File: config.mk
export PLATFORM = sky130hd
export DESIGN_NAME = rice_bus_arbiter_flat
export DESIGN_NICKNAME = d
export VERILOG_FILES = /design/src/rtl/rice_bus_arbiter_pkg.sv /design/src/rtl/rice_bus_if.sv /design/src/rtl/rice_bus_arbiter_id_fifo.sv /design/src/rtl/rice_bus_arbiter.sv /design/src/flat_wrapper.sv
export SDC_FILE = /design/constraint.sdc
export NUM_CORES = 1
export LEC_CHECK = 0
export BUFFER_PORTS_ARGS = -buffer_cell sky130_fd_sc_hd__buf_2
export CORE_AREA = 2 2 125 127
export DETAILED_ROUTE_END_ITERATION = 6
export DIE_AREA = 0 0 127 129
export PLACE_DENSITY = 0.53
export SYNTH_ARGS = -nofsm -noshare
export SYNTH_HDL_FRONTEND = slang
export SYNTH_SLANG_ARGS = --single-unit
File: constraint.sdc
create_clock -name i_clk -period 1.95 [get_ports i_clk]
set_input_delay 0.2925 -clock i_clk [delete_from_list [all_inputs] [get_ports i_clk]]
set_output_delay 0.2925 -clock i_clk [all_outputs]
set_load 0.02 [all_outputs]
File: src/rtl/rice_bus_arbiter_pkg.sv
// Shared types for the two-requester bus arbiter.
package rice_bus_arbiter_pkg;

  typedef enum logic {
    INST = 1'b0,
    DATA = 1'b1
  } rice_bus_requester_id;

  localparam int unsigned REQUESTER_COUNT = 2;

  // The requester that is not 'id'; used to hand priority over after a grant.
  function automatic rice_bus_requester_id other_id(input rice_bus_requester_id id);
    return (id == INST) ? DATA : INST;
  endfunction

endpackage

File: src/rtl/rice_bus_if.sv
// Valid/ready request + response bus used by core ports and memory.
interface rice_bus_if #(
  parameter int unsigned ADDRESS_WIDTH = 32,
  parameter int unsigned DATA_WIDTH    = 32
);

  localparam int unsigned STROBE_WIDTH = DATA_WIDTH / 8;

  logic                     request_valid;
  logic                     request_ready;
  logic [ADDRESS_WIDTH-1:0] request_address;
  logic                     request_write;
  logic [DATA_WIDTH-1:0]    request_write_data;
  logic [STROBE_WIDTH-1:0]  request_strobe;
  logic                     response_valid;
  logic                     response_ready;
  logic [DATA_WIDTH-1:0]    response_read_data;
  logic                     response_error;

  // Requester side: drives requests, consumes responses.
  modport master (
    output request_valid,
    input  request_ready,
    output request_address,
    output request_write,
    output request_write_data,
    output request_strobe,
    input  response_valid,
    output response_ready,
    input  response_read_data,
    input  response_error
  );

  // Completer side: consumes requests, produces responses.
  modport slave (
    input  request_valid,
    output request_ready,
    input  request_address,
    input  request_write,
    input  request_write_data,
    input  request_strobe,
    output response_valid,
    input  response_ready,
    output response_read_data,
    output response_error
  );

endinterface

File: src/rtl/rice_bus_arbiter_id_fifo.sv
// In-order FIFO of requester IDs for requests awaiting a response.
// Synchronous, no bypass: a push while full is dropped, a pop while empty is ignored.
module rice_bus_arbiter_id_fifo
  import rice_bus_arbiter_pkg::*;
#(
  parameter int unsigned DEPTH = 2
) (
  input  logic                 i_clk,
  input  logic                 i_rst_n,
  input  logic                 push_i,
  input  rice_bus_requester_id push_id_i,
  input  logic                 pop_i,
  output rice_bus_requester_id head_id_o,
  output logic                 full_o,
  output logic                 empty_o
);

  localparam int unsigned PtrW   = (DEPTH > 1) ? $clog2(DEPTH) : 1;
  localparam int unsigned CountW = $clog2(DEPTH) + 1;

  logic [PtrW-1:0]      wr_ptr_q, wr_ptr_d;
  logic [PtrW-1:0]      rd_ptr_q, rd_ptr_d;
  logic [CountW-1:0]    count_q, count_d;
  rice_bus_requester_id mem_q [DEPTH];
  rice_bus_requester_id mem_d [DEPTH];

  logic do_push;
  logic do_pop;

  // Explicit wrap keeps non-power-of-two depths correct as well.
  function automatic logic [PtrW-1:0] next_ptr(input logic [PtrW-1:0] ptr);
    return (ptr == PtrW'(DEPTH - 1)) ? '0 : ptr + 1'b1;
  endfunction

  // Flags, guarded handshakes and next-state for pointers, count and storage.
  always_comb begin
    full_o    = (count_q == CountW'(DEPTH));
    empty_o   = (count_q == '0);
    head_id_o = mem_q[rd_ptr_q];
    do_push   = push_i & ~full_o;
    do_pop    = pop_i & ~empty_o;

    wr_ptr_d = wr_ptr_q;
    rd_ptr_d = rd_ptr_q;
    count_d  = count_q;
    mem_d    = mem_q;

    if (do_push) begin
      mem_d[wr_ptr_q] = push_id_i;
      wr_ptr_d        = next_ptr(wr_ptr_q);
    end
    if (do_pop) begin
      rd_ptr_d = next_ptr(rd_ptr_q);
    end

    unique case ({do_push, do_pop})
      2'b10:   count_d = count_q + 1'b1;
      2'b01:   count_d = count_q - 1'b1;
      default: count_d = count_q;
    endcase
  end

  // Control state with synchronous active-low reset.
  always_ff @(posedge i_clk) begin
    if (!i_rst_n) begin
      wr_ptr_q <= '0;
      rd_ptr_q <= '0;
      count_q  <= '0;
    end else begin
      wr_ptr_q <= wr_ptr_d;
      rd_ptr_q <= rd_ptr_d;
      count_q  <= count_d;
    end
  end

  // ID storage needs no reset; entries are only read when the count says valid.
  always_ff @(posedge i_clk) begin
    mem_q <= mem_d;
  end

endmodule

File: src/rtl/rice_bus_arbiter.sv
// Round-robin arbiter merging instruction and data buses onto one memory bus.
// Requests pass through combinationally; responses return in order, steered by
// the ID FIFO head.
module rice_bus_arbiter
  import rice_bus_arbiter_pkg::*;
#(
  parameter int unsigned ADDRESS_WIDTH   = 32,
  parameter int unsigned DATA_WIDTH      = 32,
  parameter int unsigned MAX_OUTSTANDING = 2
) (
  input  logic     i_clk,
  input  logic     i_rst_n,
  rice_bus_if.slave  inst_bus_if,
  rice_bus_if.slave  data_bus_if,
  rice_bus_if.master memory_bus_if
);

  localparam int unsigned StrobeW = DATA_WIDTH / 8;

  // Arbitration state.
  rice_bus_requester_id prio_q, prio_d;
  rice_bus_requester_id lock_id_q, lock_id_d;
  logic                 lock_q, lock_d;

  // Combinational arbitration results.
  logic [REQUESTER_COUNT-1:0] req_valid_vec;
  rice_bus_requester_id       grant;
  logic                       granted_valid;
  logic                       mem_req_valid;
  logic                       granted_ready;
  logic                       accept;

  // Muxed request payload.
  logic [ADDRESS_WIDTH-1:0] mux_address;
  logic                     mux_write;
  logic [DATA_WIDTH-1:0]    mux_write_data;
  logic [StrobeW-1:0]       mux_strobe;

  // Response routing.
  rice_bus_requester_id head_id;
  logic                 fifo_full;
  logic                 fifo_empty;
  logic                 rsp_route;
  logic                 mem_rsp_ready;
  logic                 pop;

  // Grant selection: a stalled request keeps its grant, otherwise round-robin.
  always_comb begin
    req_valid_vec = {data_bus_if.request_valid, inst_bus_if.request_valid};
    if (lock_q) begin
      grant = lock_id_q;
    end else if (&req_valid_vec) begin
      grant = prio_q;
    end else if (req_valid_vec[DATA]) begin
      grant = DATA;
    end else if (req_valid_vec[INST]) begin
      grant = INST;
    end else begin
      grant = prio_q;
    end

    granted_valid = req_valid_vec[grant];
    // A full ID FIFO blocks issue even if a pop happens this cycle.
    mem_req_valid = i_rst_n & granted_valid & ~fifo_full;
    granted_ready = i_rst_n & memory_bus_if.request_ready & ~fifo_full;
    accept        = mem_req_valid & memory_bus_if.request_ready;
  end

  // Request payload mux from the granted requester.
  always_comb begin
    if (grant == DATA) begin
      mux_address    = data_bus_if.request_address;
      mux_write      = data_bus_if.request_write;
      mux_write_data = data_bus_if.request_write_data;
      mux_strobe     = data_bus_if.request_strobe;
    end else begin
      mux_address    = inst_bus_if.request_address;
      mux_write      = inst_bus_if.request_write;
      mux_write_data = inst_bus_if.request_write_data;
      mux_strobe     = inst_bus_if.request_strobe;
    end
  end

  // Response steering to the requester at the FIFO head.
  always_comb begin
    rsp_route     = i_rst_n & ~fifo_empty;
    mem_rsp_ready = rsp_route & ((head_id == DATA) ? data_bus_if.response_ready
                                                   : inst_bus_if.response_ready);
    pop           = memory_bus_if.response_valid & mem_rsp_ready;
  end

  // Next-state: hand priority over on acceptance, lock grant while stalled.
  always_comb begin
    prio_d    = accept ? other_id(grant) : prio_q;
    lock_d    = mem_req_valid & ~memory_bus_if.request_ready;
    lock_id_d = lock_d ? grant : lock_id_q;
  end

  // Arbitration registers; priority resets to the data requester.
  always_ff @(posedge i_clk) begin
    if (!i_rst_n) begin
      prio_q    <= DATA;
      lock_q    <= 1'b0;
      lock_id_q <= INST;
    end else begin
      prio_q    <= prio_d;
      lock_q    <= lock_d;
      lock_id_q <= lock_id_d;
    end
  end

  rice_bus_arbiter_id_fifo #(
    .DEPTH (MAX_OUTSTANDING)
  ) u_id_fifo (
    .i_clk     (i_clk),
    .i_rst_n   (i_rst_n),
    .push_i    (accept),
    .push_id_i (grant),
    .pop_i     (pop),
    .head_id_o (head_id),
    .full_o    (fifo_full),
    .empty_o   (fifo_empty)
  );

  // Downstream request.
  assign memory_bus_if.request_valid      = mem_req_valid;
  assign memory_bus_if.request_address    = mux_address;
  assign memory_bus_if.request_write      = mux_write;
  assign memory_bus_if.request_write_data = mux_write_data;
  assign memory_bus_if.request_strobe     = mux_strobe;
  assign memory_bus_if.response_ready     = mem_rsp_ready;

  // Upstream handshakes.
  assign inst_bus_if.request_ready  = granted_ready & (grant == INST);
  assign data_bus_if.request_ready  = granted_ready & (grant == DATA);
  assign inst_bus_if.response_valid = memory_bus_if.response_valid & rsp_route &
                                      (head_id == INST);
  assign data_bus_if.response_valid = memory_bus_if.response_valid & rsp_route &
                                      (head_id == DATA);

  // Response payload is shared; only the valid is steered.
  assign inst_bus_if.response_read_data = memory_bus_if.response_read_data;
  assign inst_bus_if.response_error     = memory_bus_if.response_error;
  assign data_bus_if.response_read_data = memory_bus_if.response_read_data;
  assign data_bus_if.response_error     = memory_bus_if.response_error;

endmodule

File: src/flat_wrapper.sv
// flat-port wrapper written by rule: the top's interface ports become plain ports
module rice_bus_arbiter_flat import rice_bus_arbiter_pkg::*;
#(
  parameter int unsigned ADDRESS_WIDTH   = 32,
  parameter int unsigned DATA_WIDTH      = 32,
  parameter int unsigned MAX_OUTSTANDING = 2
)
  (i_clk, i_rst_n, inst_bus_if_request_valid, inst_bus_if_request_ready, inst_bus_if_request_address, inst_bus_if_request_write, inst_bus_if_request_write_data, inst_bus_if_request_strobe, inst_bus_if_response_valid, inst_bus_if_response_ready, inst_bus_if_response_read_data, inst_bus_if_response_error, data_bus_if_request_valid, data_bus_if_request_ready, data_bus_if_request_address, data_bus_if_request_write, data_bus_if_request_write_data, data_bus_if_request_strobe, data_bus_if_response_valid, data_bus_if_response_ready, data_bus_if_response_read_data, data_bus_if_response_error, memory_bus_if_request_valid, memory_bus_if_request_ready, memory_bus_if_request_address, memory_bus_if_request_write, memory_bus_if_request_write_data, memory_bus_if_request_strobe, memory_bus_if_response_valid, memory_bus_if_response_ready, memory_bus_if_response_read_data, memory_bus_if_response_error);
  rice_bus_if #(.ADDRESS_WIDTH(ADDRESS_WIDTH), .DATA_WIDTH(DATA_WIDTH)) inst_bus_if_i ();
  rice_bus_if #(.ADDRESS_WIDTH(ADDRESS_WIDTH), .DATA_WIDTH(DATA_WIDTH)) data_bus_if_i ();
  rice_bus_if #(.ADDRESS_WIDTH(ADDRESS_WIDTH), .DATA_WIDTH(DATA_WIDTH)) memory_bus_if_i ();
  input  logic i_clk;
  input  logic i_rst_n;
  input wire logic [$bits(inst_bus_if_i.request_valid)-1:0] inst_bus_if_request_valid;
  output wire logic [$bits(inst_bus_if_i.request_ready)-1:0] inst_bus_if_request_ready;
  input wire logic [$bits(inst_bus_if_i.request_address)-1:0] inst_bus_if_request_address;
  input wire logic [$bits(inst_bus_if_i.request_write)-1:0] inst_bus_if_request_write;
  input wire logic [$bits(inst_bus_if_i.request_write_data)-1:0] inst_bus_if_request_write_data;
  input wire logic [$bits(inst_bus_if_i.request_strobe)-1:0] inst_bus_if_request_strobe;
  output wire logic [$bits(inst_bus_if_i.response_valid)-1:0] inst_bus_if_response_valid;
  input wire logic [$bits(inst_bus_if_i.response_ready)-1:0] inst_bus_if_response_ready;
  output wire logic [$bits(inst_bus_if_i.response_read_data)-1:0] inst_bus_if_response_read_data;
  output wire logic [$bits(inst_bus_if_i.response_error)-1:0] inst_bus_if_response_error;
  input wire logic [$bits(data_bus_if_i.request_valid)-1:0] data_bus_if_request_valid;
  output wire logic [$bits(data_bus_if_i.request_ready)-1:0] data_bus_if_request_ready;
  input wire logic [$bits(data_bus_if_i.request_address)-1:0] data_bus_if_request_address;
  input wire logic [$bits(data_bus_if_i.request_write)-1:0] data_bus_if_request_write;
  input wire logic [$bits(data_bus_if_i.request_write_data)-1:0] data_bus_if_request_write_data;
  input wire logic [$bits(data_bus_if_i.request_strobe)-1:0] data_bus_if_request_strobe;
  output wire logic [$bits(data_bus_if_i.response_valid)-1:0] data_bus_if_response_valid;
  input wire logic [$bits(data_bus_if_i.response_ready)-1:0] data_bus_if_response_ready;
  output wire logic [$bits(data_bus_if_i.response_read_data)-1:0] data_bus_if_response_read_data;
  output wire logic [$bits(data_bus_if_i.response_error)-1:0] data_bus_if_response_error;
  output wire logic [$bits(memory_bus_if_i.request_valid)-1:0] memory_bus_if_request_valid;
  input wire logic [$bits(memory_bus_if_i.request_ready)-1:0] memory_bus_if_request_ready;
  output wire logic [$bits(memory_bus_if_i.request_address)-1:0] memory_bus_if_request_address;
  output wire logic [$bits(memory_bus_if_i.request_write)-1:0] memory_bus_if_request_write;
  output wire logic [$bits(memory_bus_if_i.request_write_data)-1:0] memory_bus_if_request_write_data;
  output wire logic [$bits(memory_bus_if_i.request_strobe)-1:0] memory_bus_if_request_strobe;
  input wire logic [$bits(memory_bus_if_i.response_valid)-1:0] memory_bus_if_response_valid;
  output wire logic [$bits(memory_bus_if_i.response_ready)-1:0] memory_bus_if_response_ready;
  input wire logic [$bits(memory_bus_if_i.response_read_data)-1:0] memory_bus_if_response_read_data;
  input wire logic [$bits(memory_bus_if_i.response_error)-1:0] memory_bus_if_response_error;
  assign inst_bus_if_i.request_valid = inst_bus_if_request_valid;
  assign inst_bus_if_request_ready = inst_bus_if_i.request_ready;
  assign inst_bus_if_i.request_address = inst_bus_if_request_address;
  assign inst_bus_if_i.request_write = inst_bus_if_request_write;
  assign inst_bus_if_i.request_write_data = inst_bus_if_request_write_data;
  assign inst_bus_if_i.request_strobe = inst_bus_if_request_strobe;
  assign inst_bus_if_response_valid = inst_bus_if_i.response_valid;
  assign inst_bus_if_i.response_ready = inst_bus_if_response_ready;
  assign inst_bus_if_response_read_data = inst_bus_if_i.response_read_data;
  assign inst_bus_if_response_error = inst_bus_if_i.response_error;
  assign data_bus_if_i.request_valid = data_bus_if_request_valid;
  assign data_bus_if_request_ready = data_bus_if_i.request_ready;
  assign data_bus_if_i.request_address = data_bus_if_request_address;
  assign data_bus_if_i.request_write = data_bus_if_request_write;
  assign data_bus_if_i.request_write_data = data_bus_if_request_write_data;
  assign data_bus_if_i.request_strobe = data_bus_if_request_strobe;
  assign data_bus_if_response_valid = data_bus_if_i.response_valid;
  assign data_bus_if_i.response_ready = data_bus_if_response_ready;
  assign data_bus_if_response_read_data = data_bus_if_i.response_read_data;
  assign data_bus_if_response_error = data_bus_if_i.response_error;
  assign memory_bus_if_request_valid = memory_bus_if_i.request_valid;
  assign memory_bus_if_i.request_ready = memory_bus_if_request_ready;
  assign memory_bus_if_request_address = memory_bus_if_i.request_address;
  assign memory_bus_if_request_write = memory_bus_if_i.request_write;
  assign memory_bus_if_request_write_data = memory_bus_if_i.request_write_data;
  assign memory_bus_if_request_strobe = memory_bus_if_i.request_strobe;
  assign memory_bus_if_i.response_valid = memory_bus_if_response_valid;
  assign memory_bus_if_response_ready = memory_bus_if_i.response_ready;
  assign memory_bus_if_i.response_read_data = memory_bus_if_response_read_data;
  assign memory_bus_if_i.response_error = memory_bus_if_response_error;
  rice_bus_arbiter #(.ADDRESS_WIDTH(ADDRESS_WIDTH), .DATA_WIDTH(DATA_WIDTH), .MAX_OUTSTANDING(MAX_OUTSTANDING)) u_core (.i_clk(i_clk), .i_rst_n(i_rst_n), .inst_bus_if(inst_bus_if_i), .data_bus_if(data_bus_if_i), .memory_bus_if(memory_bus_if_i));
endmodule
==> impl_metrics.yaml, run 1 <==
grt:
  use_met2_pct: 12.97
  grt_pass1_vias: 1820
  grt.met1_usage_pct: 8.148
  grt_overflow_total: 0
  track_usage_pct: 6.984
  grt_max_degree: 17
  grt-busiest-layer: "met2"
  antenna_found_initial: 0
  grt_pass1_wl_um: 9177
  met3_usage_pct: 1.538
place:
  dp_hpwl_um: 5779
  port_buffers: 220
  place_congestion: 0.6777
  dp.cells: 554
  placed_cell_area_um2: 3057
pwr:
  total_power_mw: 1.893
  peakVddDrop_uv: 216.8
  powerDensity_nw_per_um2: 529.8
  p_leak_nw: 1.970
yosys:
  synth_seq_area_share_pct: 9.217
  ys_seq_elements: 9
  synth_top_area_cell: "mux2_4"
  synthFlopType: "dfxtp_1"
  syn_nets: 379
  syn_area_um2: 2172
  avgSynthCellArea_um2: 10.91
  synth_edf_count: 2
  synth_area_leaders: "mux2_4 (46%), buf_4 (23%), buf_12 (6.5%)"
  yosysUniqueCellTypes: 31
  synth-warning-count: 0
  synth_common_cells: "mux2_4 (67), buf_4 (66), nor2_1 (12)"
  synthArstFlopShare_pct: 0
  synth.most_common_cell: "mux2_4"
  syn_inst: 199
  synth_top_area_share_pct: 46.31
timing:
  whs_ns: 0.2865
  period_needed_ns: 2.008
  clock_skew_ns: 0.001826
  slew_headroom_pct: 78.56
  period_share_pct: 103.0
  fmax_mhz: 498.0
  rsz0062_at_grt: "true"
  maxSlewViolCount: 0
  fin_ws_ns: -0.05790
  tightest_slew_ns: 0.3202
  hold_viol: 0
  finalSetupViolCount: 58
critical_path:
  reg2reg_from: "u_core.u_id_fifo.rd_ptr_q"
  path_class: "register to output port"
  regToRegSetupSlack_ns: 0.12
  cp-end-kind: "output port"
  cp_cell_sequence: "o31a_4, clkinv_8, buf_6, mux2_4, buf_2"
  reg2reg_to: "u_core.u_id_fifo.count_q[1]"
  crit_fanout: 8
  max_stage_delay_ns: 0.40
  crit_arrival_ns: 1.72
  crit_required_ns: 1.66
  start_kind: "register"
  crit_slowest_cell: "o31a_4"
  r2r_cells: 7
clocking:
  cts_tree: "built"
  clockRootBuffer: "clkbuf_16"
  insertion_delay_ns: 0.23
  cts.sinks: 9
  path_clk_slew_ns: 0.04
  htreeDepth: 1
  cts_buffer_depth: 2
  numCtsBuffers: 3
final_layout:
  regArea_um2: 203.9
  nNetsFinal: 559
  multi_input_area_um2: 1321
  final_area_um2: 3572
  antennaDiodeCount: 0
  syn2layout_area_growth_pct: 64.46
  fill_cells: 1605
  layoutNonFillerInstCount: 566
  final_core_util_pct: 23.85
  drive_gt1_share_pct: 87.57
routing:
  wirelength_um: 7331
  wl_per_cell_um: 12.95
  dr.pass1.iters: 4
  ant_nets: 0
  drt-vias-per-instance: 3.549
  vias: 2009
  drc_errors: 0
  first_iter_violations: 60
floorplan:
  die_h_um: 129
  start_util_pct: 14.50
  die_x_um: 127
  core-area_um2: 14980
  die-area_um2: 16380
  io_pins: 320
  placementRows: 45
run_status:
  status: "finished with violations"
  violations: "negative setup slack"
worst_hold_path:
  min_from: "memory_bus_if_request_ready"
  hold_depth: 2
  hold_end: "u_core.lock_q"
  hold_class: "primary input to register"
job:
  maxCapViolCount: 0
## worst max-delay path: cells and delay by family (launching register included)
family | cells | cell delay (ns)
AOI/OAI and AO/OA | 1 | 0.40
buffers and inverters | 3 | 0.43
muxes | 1 | 0.31
DFF | 1 | 0.33
## cell type report
cell class                      count  area share [%]
Inverter                            5          0.8757
Timing Repair inverter              1          0.1751
Timing Repair Buffer              248           47.46
Tap cell                          188           6.585
Multi-Input combinational cell    111           36.99
Sequential cell                     9           5.709
Clock buffer                        4           2.207
## worst max-delay path by stage
stage | from | to
4_1_cts | u_core.prio_q | memory_bus_if_request_write_data[16]
5_1_grt | u_core.lock_q | memory_bus_if_request_address[25]
3_3_place_gp | inst_bus_if_request_valid | memory_bus_if_request_write_data[21]
6_report | u_core.lock_q | memory_bus_if_request_write_data[16]
2_1_floorplan | u_core.u_id_fifo.count_q[0] | u_core.u_id_fifo.count_q[1]
3_5_place_dp | inst_bus_if_request_valid | memory_bus_if_request_write_data[21]
## power by group
group / leakage, nW / switching, mW / internal [mW]
sequential: 0.0761 / 0.0105 / 0.207
combinational: 1.86 / 0.568 / 0.748
clock: 0.0382 / 0.0865 / 0.273
## metrics by stage
step           setup TNS (ns)  setup WS [ns]
2_1_floorplan               0        0.07579
3_3_place_gp          -0.2441       -0.03835
3_5_place_dp          -0.6972       -0.05617
4_1_cts                -5.552        -0.1279
5_1_grt                -4.883       -0.09883
6_report               -1.668       -0.05790
## state kept, by name, indices dropped and copies added (netlist names)
name / cells
u_core.lock_id_q: 1
u_core.u_id_fifo.mem_q: 2
u_core.lock_q: 1
u_core.u_id_fifo.count_q: 2
u_core.u_id_fifo.wr_ptr_q: 1
u_core.prio_q: 1
u_core.u_id_fifo.rd_ptr_q: 1
## metal layers
metal,up-vias,wire length [µm]
met5,-,0
met4,0,36
met3,4,673
met2,146,3925
met1,881,2695
li1,978,-
## cell families (layout without fill, tap and decap cells)
| logic type | after synthesis | count (layout) | synth area share, % |
|---|---|---|---|
| buffers and inverters | 79 | 258 | 30.99 |
| multiplexers | 74 | 74 | 49.65 |
| AND/OR/NAND/NOR | 22 | 22 | 4.608 |
| AO/OA/AOI/OAI | 12 | 12 | 4.148 |
| flip-flops | 9 | 9 | 9.216 |
| XOR/XNOR | 2 | 2 | 0.8066 |
| adder cells (fa/ha/maj) | 1 | 1 | 0.5759 |
## repair_timing
| item | in CTS | in global routing |
|---|---|---|
| gates resized for setup | 56 | 45 |
| pin swaps | 0 | 2 |
| setup buffers | 2 | 2 |
| gates cloned | 2 | 2 |
| hold buffers | 0 | 0 |
| setup endpoints to repair | 68 | 69 |
## cell usage in the layout, fill, tap and decap left out, drive strengths merged
cell type  Yosys  routed
or3            1       1
o31a           1       1
xnor2          1       1
nand3          1       1
clkinv         0       1
nor2          12      12
ha             1       1
buf           74     246
o21ai          3       3
mux2i          5       5
nor3           1       1
nor2b          1       1
xor2           1       1
nand2b         1       1
o311ai         1       1
a31oi          1       1
inv            5       5
edfxtp         2       2
nand2          4       4
o211ai         1       1
a21o           1       1
mux2          69      69
or2            1       1
dfxtp          7       7
a21oi          3       3
a311oi         1       1
clkbuf         0       6
No activity file was read; power rests on OpenSTA's default activity.
==> run 2: changes to the inputs <==
Settings changed: ABC_AREA set to 1, PLACE_DENSITY 0.53 to 0.52.
==> impl_metrics.yaml, run 2 <==
pwr:
  p_sw_share_pct: 46.37
  p_leak_nw: 1.911
  powerDensity_nw_per_um2: 576.5
  pwr-share-comb_pct: 66.6
  pwr-share-seq_pct: 12.5
  internal_power_uw: 910.3
  peakVddDrop_uv: 310.0
  clockPowerShare_pct: 20.9
  switchingPower_uw: 787.0
timing:
  finalSetupViolCount: 0
  tightest_slew_ns: 0.2482
  period_needed_ns: 1.890
  rsz0062_at_grt: "true"
  fin_ws_ns: 0.06023
  hold_viol: 0
  fmax_mhz: 529.2
  clock_skew_ns: 0.0003973
  period_share_pct: 96.91
  maxSlewViolCount: 0
  slew_headroom_pct: 83.41
yosys:
  yosysUniqueCellTypes: 22
  synthFlopType: "dfxtp_1"
  synth_common_cells: "nand2_1 (205), buf_4 (73), nand2_2 (20)"
  syn_nets: 548
  syn_inst: 368
  synth.most_common_cell: "nand2_1"
  synth_seq_area_share_pct: 9.975
  synth_area_leaders: "nand2_1 (38%), buf_4 (27%), dfxtp_1 (7.0%)"
  synth-warning-count: 0
  synth_edf_count: 2
  synth_top_area_cell: "nand2_1"
  synth_top_area_share_pct: 38.34
  syn_area_um2: 2007
  synthArstFlopShare_pct: 0
  avgSynthCellArea_um2: 5.454
  ys_seq_elements: 9
grt:
  grt_pass1_vias: 2214
  grt_max_degree: 48
  track_usage_pct: 7.579
  grt_pass1_wl_um: 10280
  grt_overflow_total: 0
  antenna_found_initial: 0
final_layout:
  antennaDiodeCount: 0
  syn2layout_area_growth_pct: 46.70
  final_common_cell: "buf_2"
  drive_gt1_share_pct: 50.10
  reg_top3: "u_core.u_id_fifo.count_q (2), u_core.u_id_fifo.mem_q (2)"
  final_cell_mix: "buf_2 (218), nand2_1 (205), nand2_2 (20)"
  final_core_util_pct: 19.66
  nNetsFinal: 700
clocking:
  path_clk_slew_ns: 0.04
  numCtsBuffers: 3
  htreeDepth: 1
  cts.sinks: 9
  cts_hold_buf: 0
  clockRootBuffer: "clkbuf_16"
  cts_tree: "built"
  insertion_delay_ns: 0.23
  cts_buffer_depth: 2
floorplan:
  die-area_um2: 16380
  io_pins: 320
  die_h_um: 129
  placementRows: 45
  core-area_um2: 14980
  start_util_pct: 13.40
  die_x_um: 127
critical_path:
  reg2reg_from: "u_core.u_id_fifo.rd_ptr_q"
  cp_cell_sequence: "nor2_1, nor2_1, nand2_2, nand2_8, inv_6, clkbuf_16, nand2_2, nand2_1, buf_4"
  crit_arrival_ns: 1.60
  crit_fanout: 23
  path_delay_family: "simple AND/OR/NAND/NOR gates"
  r2r_cells: 12
  cp-end-kind: "output port"
  path_class: "register to output port"
  regToRegSetupSlack_ns: 0.21
  reg2reg_to: "u_core.u_id_fifo.count_q[1]"
  crit_slowest_cell: "dfxtp_1"
  timing.critical_path.buf_inv: 3
  crit_required_ns: 1.66
  max_stage_delay_ns: 0.36
  start_kind: "register"
routing:
  first_iter_violations: 90
  wl_per_cell_um: 11.17
  drc_errors: 0
  drt-vias-per-instance: 3.625
  vias: 2563
  ant_nets: 0
  dr.pass1.iters: 4
  wirelength_um: 7898
worst_hold_path:
  hold_end: "u_core.prio_q"
  hold_depth: 3
  min_from: "inst_bus_if_request_valid"
  hold_class: "primary input to register"
job:
  maxCapViolCount: 0
place:
  place_congestion: 0.6977
  port_buffers: 220
  place_ws_ns: 0.1238
  dp_hpwl_um: 6259
run_status:
  status: "finished clean"
## run 2: cell count changes in the layout (fill, tap and decap cells not counted), moves of 4 or more
cell and change:
mux2_4 -69, inv_1 +14, buf_6 -47, buf_2 +41, nand2_2 +20, mux2i_1 -4, nand2_1 +201, buf_4 -14
## run 2: cells by family (layout without fill, tap and decap cells)
family / after synthesis / after routing / synth area share, %
compound gates: 8 / 8 / 2.181
fa+ha+maj: 1 / 1 / 0.6233
buf+inv: 99 / 250 / 35.85
flops: 9 / 9 / 9.975
simple gates: 251 / 251 / 51.37
## run 2: how the worst max path moves through the flow
stage	end	depth (start not counted)	slack (ns)	from
3_3_place_gp	u_core.u_id_fifo.count_q[1]	13	0.15	data_bus_if_request_valid
3_5_place_dp	u_core.u_id_fifo.count_q[1]	13	0.12	data_bus_if_request_valid
2_1_floorplan	u_core.u_id_fifo.count_q[1]	12	0.33	u_core.u_id_fifo.rd_ptr_q
5_1_grt	memory_bus_if_request_write_data[0]	9	-0.03	u_core.prio_q
4_1_cts	memory_bus_if_request_write_data[29]	8	0.04	u_core.prio_q
6_report	memory_bus_if_request_write_data[0]	9	0.06	u_core.prio_q
## run 2: power by group through the flow
stage | logic, mW | registers (mW) | clock network (mW)
floorplan | 0.886 | 0.213 | 0
CTS | 1.09 | 0.212 | 0.367
global route | 1.24 | 0.213 | 0.384
detailed placement | 1.08 | 0.215 | 0
finish | 1.13 | 0.212 | 0.355
global placement | 1.08 | 0.215 | 0
## run 2: per-stage QoR
step	power [mW]	TNS, ns	hold WS (ns)	instances	area (µm²)
final	1.697	0	0.3165	707	2944
after global routing	1.835	-0.2124	0.3505	707	2944
after CTS	1.667	0	0.3193	704	2863
after detailed placement	1.299	0	0.4789	700	2784
after global placement	1.297	0	0.4666	700	2784
after floorplan	1.099	0	0.3766	368	2007
## run 2: worst register-to-register path, stage by stage (launching register included)
cell and delay [ns]:
dfxtp_1 0.32, inv_1 0.06, nand2_1 0.05, o21ai_1 0.09, or2_2 0.30, nand4_1 0.10
inv_1 0.07, ha_1 0.26, inv_1 0.08, nand2_1 0.07, nor2_2 0.09, o21ai_0 0.07
a21oi_1 0.11
## run 2: final cells by class
class / instances / area (µm²)
Clock buffer: 4 / 78.83
Fill cell: 1737 / 12030
Inverter: 18 / 72.57
Multi-Input combinational cell: 260 / 1099
Sequential cell: 9 / 200.2
Tap cell: 188 / 235.2
Timing Repair Buffer: 228 / 1259
## run 2: repair_timing
| action | in CTS | in global routing |
|---|---|---|
| endpoints found under the hold margin | 0 | 0 |
| setup endpoints to repair | 0 | 31 |
| gates resized for setup | 0 | 5 |
| setup buffers | 0 | 1 |
## run 2: per-layer routing
layer  track usage [%]  vias up  part of all wire (%)
met5                 0        -                     0
met4            0.8403        0                  0.13
met3             3.202        4                    13
met2             14.10      202                    48
met1             8.302     1026                    39
li1                  -     1331                     -
==> run 3: changes to the inputs <==
Settings changed: CORE_AREA 2 2 125 127 to 2 2 126 128, DIE_AREA 0 0 127 129 to 0 0 128 130, PLACE_DENSITY 0.52 to 0.5.
Clock period 1.95 ns to 1.85 ns, I/O delays scaled along.
==> impl_metrics.yaml, run 3 (same netlist as run 2, synthesis figures left out) <==
critical_path:
  cp_cell_sequence: "nor2_1, nor2_1, nand2_2, nand2_8, inv_16, clkbuf_16, nand2_1, nand2_1, buf_2"
  crit_arrival_ns: 1.56
  crit_required_ns: 1.57
  timing.critical_path.buf_inv: 3
  crit_fanout: 14
  cp_num_cells: 9
  r2r_cells: 12
  path_class: "register to output port"
  critPathCapture: "memory_bus_if_request_address[8]"
  max_stage_delay_ns: 0.32
  reg2reg_to: "u_core.u_id_fifo.count_q[1]"
  path_delay_family: "simple AND/OR/NAND/NOR gates"
  cp-end-kind: "output port"
  cp-startpoint: "u_core.prio_q"
  regToRegSetupSlack_ns: 0.05
  crit_slowest_cell: "dfxtp_2"
  start_kind: "register"
  reg2reg_from: "u_core.prio_q"
clocking:
  path_clk_slew_ns: 0.04
  clockRootBuffer: "clkbuf_16"
  cts_buffer_depth: 2
  numCtsBuffers: 3
  cts_tree: "built"
  insertion_delay_ns: 0.24
  htreeDepth: 1
  cts.sinks: 9
timing:
  fmax_mhz: 545.5
  period_needed_ns: 1.833
  finalSetupViolCount: 0
  tightest_slew_ns: 0.2539
  hold_viol: 0
  clock_skew_ns: 0.0008719
  slew_headroom_pct: 83.03
  rsz0062_at_grt: "true"
  maxSlewViolCount: 0
  period_share_pct: 99.08
final_layout:
  final_common_cell: "buf_2"
  final_area_um2: 3613
  final_core_util_pct: 23.43
  final_cell_mix: "buf_2 (161), nand2_1 (159), nand2_2 (55)"
  syn2layout_area_growth_pct: 80.05
  reg_top3: "u_core.u_id_fifo.count_q (2), u_core.u_id_fifo.mem_q (2)"
  drive_gt1_share_pct: 59.62
  antennaDiodeCount: 0
  nNetsFinal: 706
routing:
  dr.pass1.iters: 4
  first_iter_violations: 50
  ant_nets: 0
  drc_errors: 0
  drt-vias-per-instance: 3.669
  vias: 2631
  wirelength_um: 9871
  wl_per_cell_um: 13.77
place:
  placed_cell_area_um2: 2784
  dp_hpwl_um: 7040
  port_buffers: 220
  place_congestion: 0.6890
pwr:
  pwr-share-seq_pct: 10.0
  peakVddDrop_uv: 468.8
  p_sw_share_pct: 43.80
  switchingPower_uw: 979.0
  p_leak_nw: 2.140
  pwr-share-comb_pct: 73.0
  internal_power_mw: 1.256
  powerDensity_nw_per_um2: 618.6
  clockPowerShare_pct: 17.0
floorplan:
  core-area_um2: 15420
  die-area_um2: 16640
  die_x_um: 128
  die_h_um: 130
  placementRows: 46
  start_util_pct: 13.01
  io_pins: 320
grt:
  grt_pass1_vias: 2131
  grt_pass1_wl_um: 11230
  antenna_found_initial: 0
  grt_overflow_total: 0
  track_usage_pct: 8.663
  grt_max_degree: 43
worst_hold_path:
  hold_class: "primary input to register"
job:
  maxCapViolCount: 0
run_status:
  status: "finished clean"
## run 3: per-stage QoR
step | power, mW | hold slack (ns) | worst slack, ns | cells | setup TNS (ns)
after floorplan | 1.159 | 0.3616 | 0.2291 | 368 | 0
after global placement | 1.381 | 0.4749 | 0.09225 | 705 | 0
after detailed placement | 1.379 | 0.4766 | 0.06787 | 705 | 0
after CTS | 1.793 | 0.3002 | -0.009328 | 709 | -0.02495
after global routing | 2.388 | 0.3446 | -0.09194 | 717 | -3.792
final | 2.235 | 0.2985 | 0.01698 | 717 | 0
## run 3: power by group through the flow
stage,Combinational (mW),Clock [mW],Sequential (mW)
after floorplan,0.934,0,0.224
after global placement,1.15,0,0.226
after detailed placement,1.15,0,0.226
after CTS,1.18,0.389,0.223
after global routing,1.76,0.403,0.225
final,1.63,0.381,0.224
## run 3: tightest hold or removal path, cell delays in order
cell and delay [ns]:
buf_2 0.11, nand2_1 0.05, nand3_1 0.06
## run 3: worst min-delay path by stage
stage               depth (start not counted)                        start  slack, ns                           to
CTS                                         3    inst_bus_if_request_valid       0.30                u_core.prio_q
floorplan                                   1                      i_rst_n       0.36                u_core.prio_q
detailed placement                          1  u_core.u_id_fifo.count_q[1]       0.48  u_core.u_id_fifo.count_q[1]
finish                                      3    inst_bus_if_request_valid       0.30                u_core.prio_q
global route                                3    inst_bus_if_request_valid       0.34                u_core.prio_q
global placement                            1  u_core.u_id_fifo.count_q[1]       0.47  u_core.u_id_fifo.count_q[1]
## run 3: final cells by class
type	instances	area, µm²
Clock buffer	4	78.83
Fill cell	1723	11810
Inverter	18	83.83
Multi-Input combinational cell	260	1277
Sequential cell	9	201.4
Tap cell	192	240.2
Timing Repair Buffer	234	1732
## run 3: routing by layer
layer | up-vias | share of wire [%] | GRT usage (%)
li1 | 1350 | - | -
met1 | 1108 | 39 | 9.852
met2 | 168 | 49 | 15.45
met3 | 5 | 11 | 3.772
met4 | 0 | 0.43 | 1.228
met5 | - | 0 | 0
## run 3: repair_timing
item,4_1_cts,5_1_grt
gates cloned,0,7
endpoints found under the setup margin,33,72
hold buffers,0,0
endpoints found under the hold margin,0,0
pin swaps,0,9
setup buffers,0,1
resized for setup,10,175
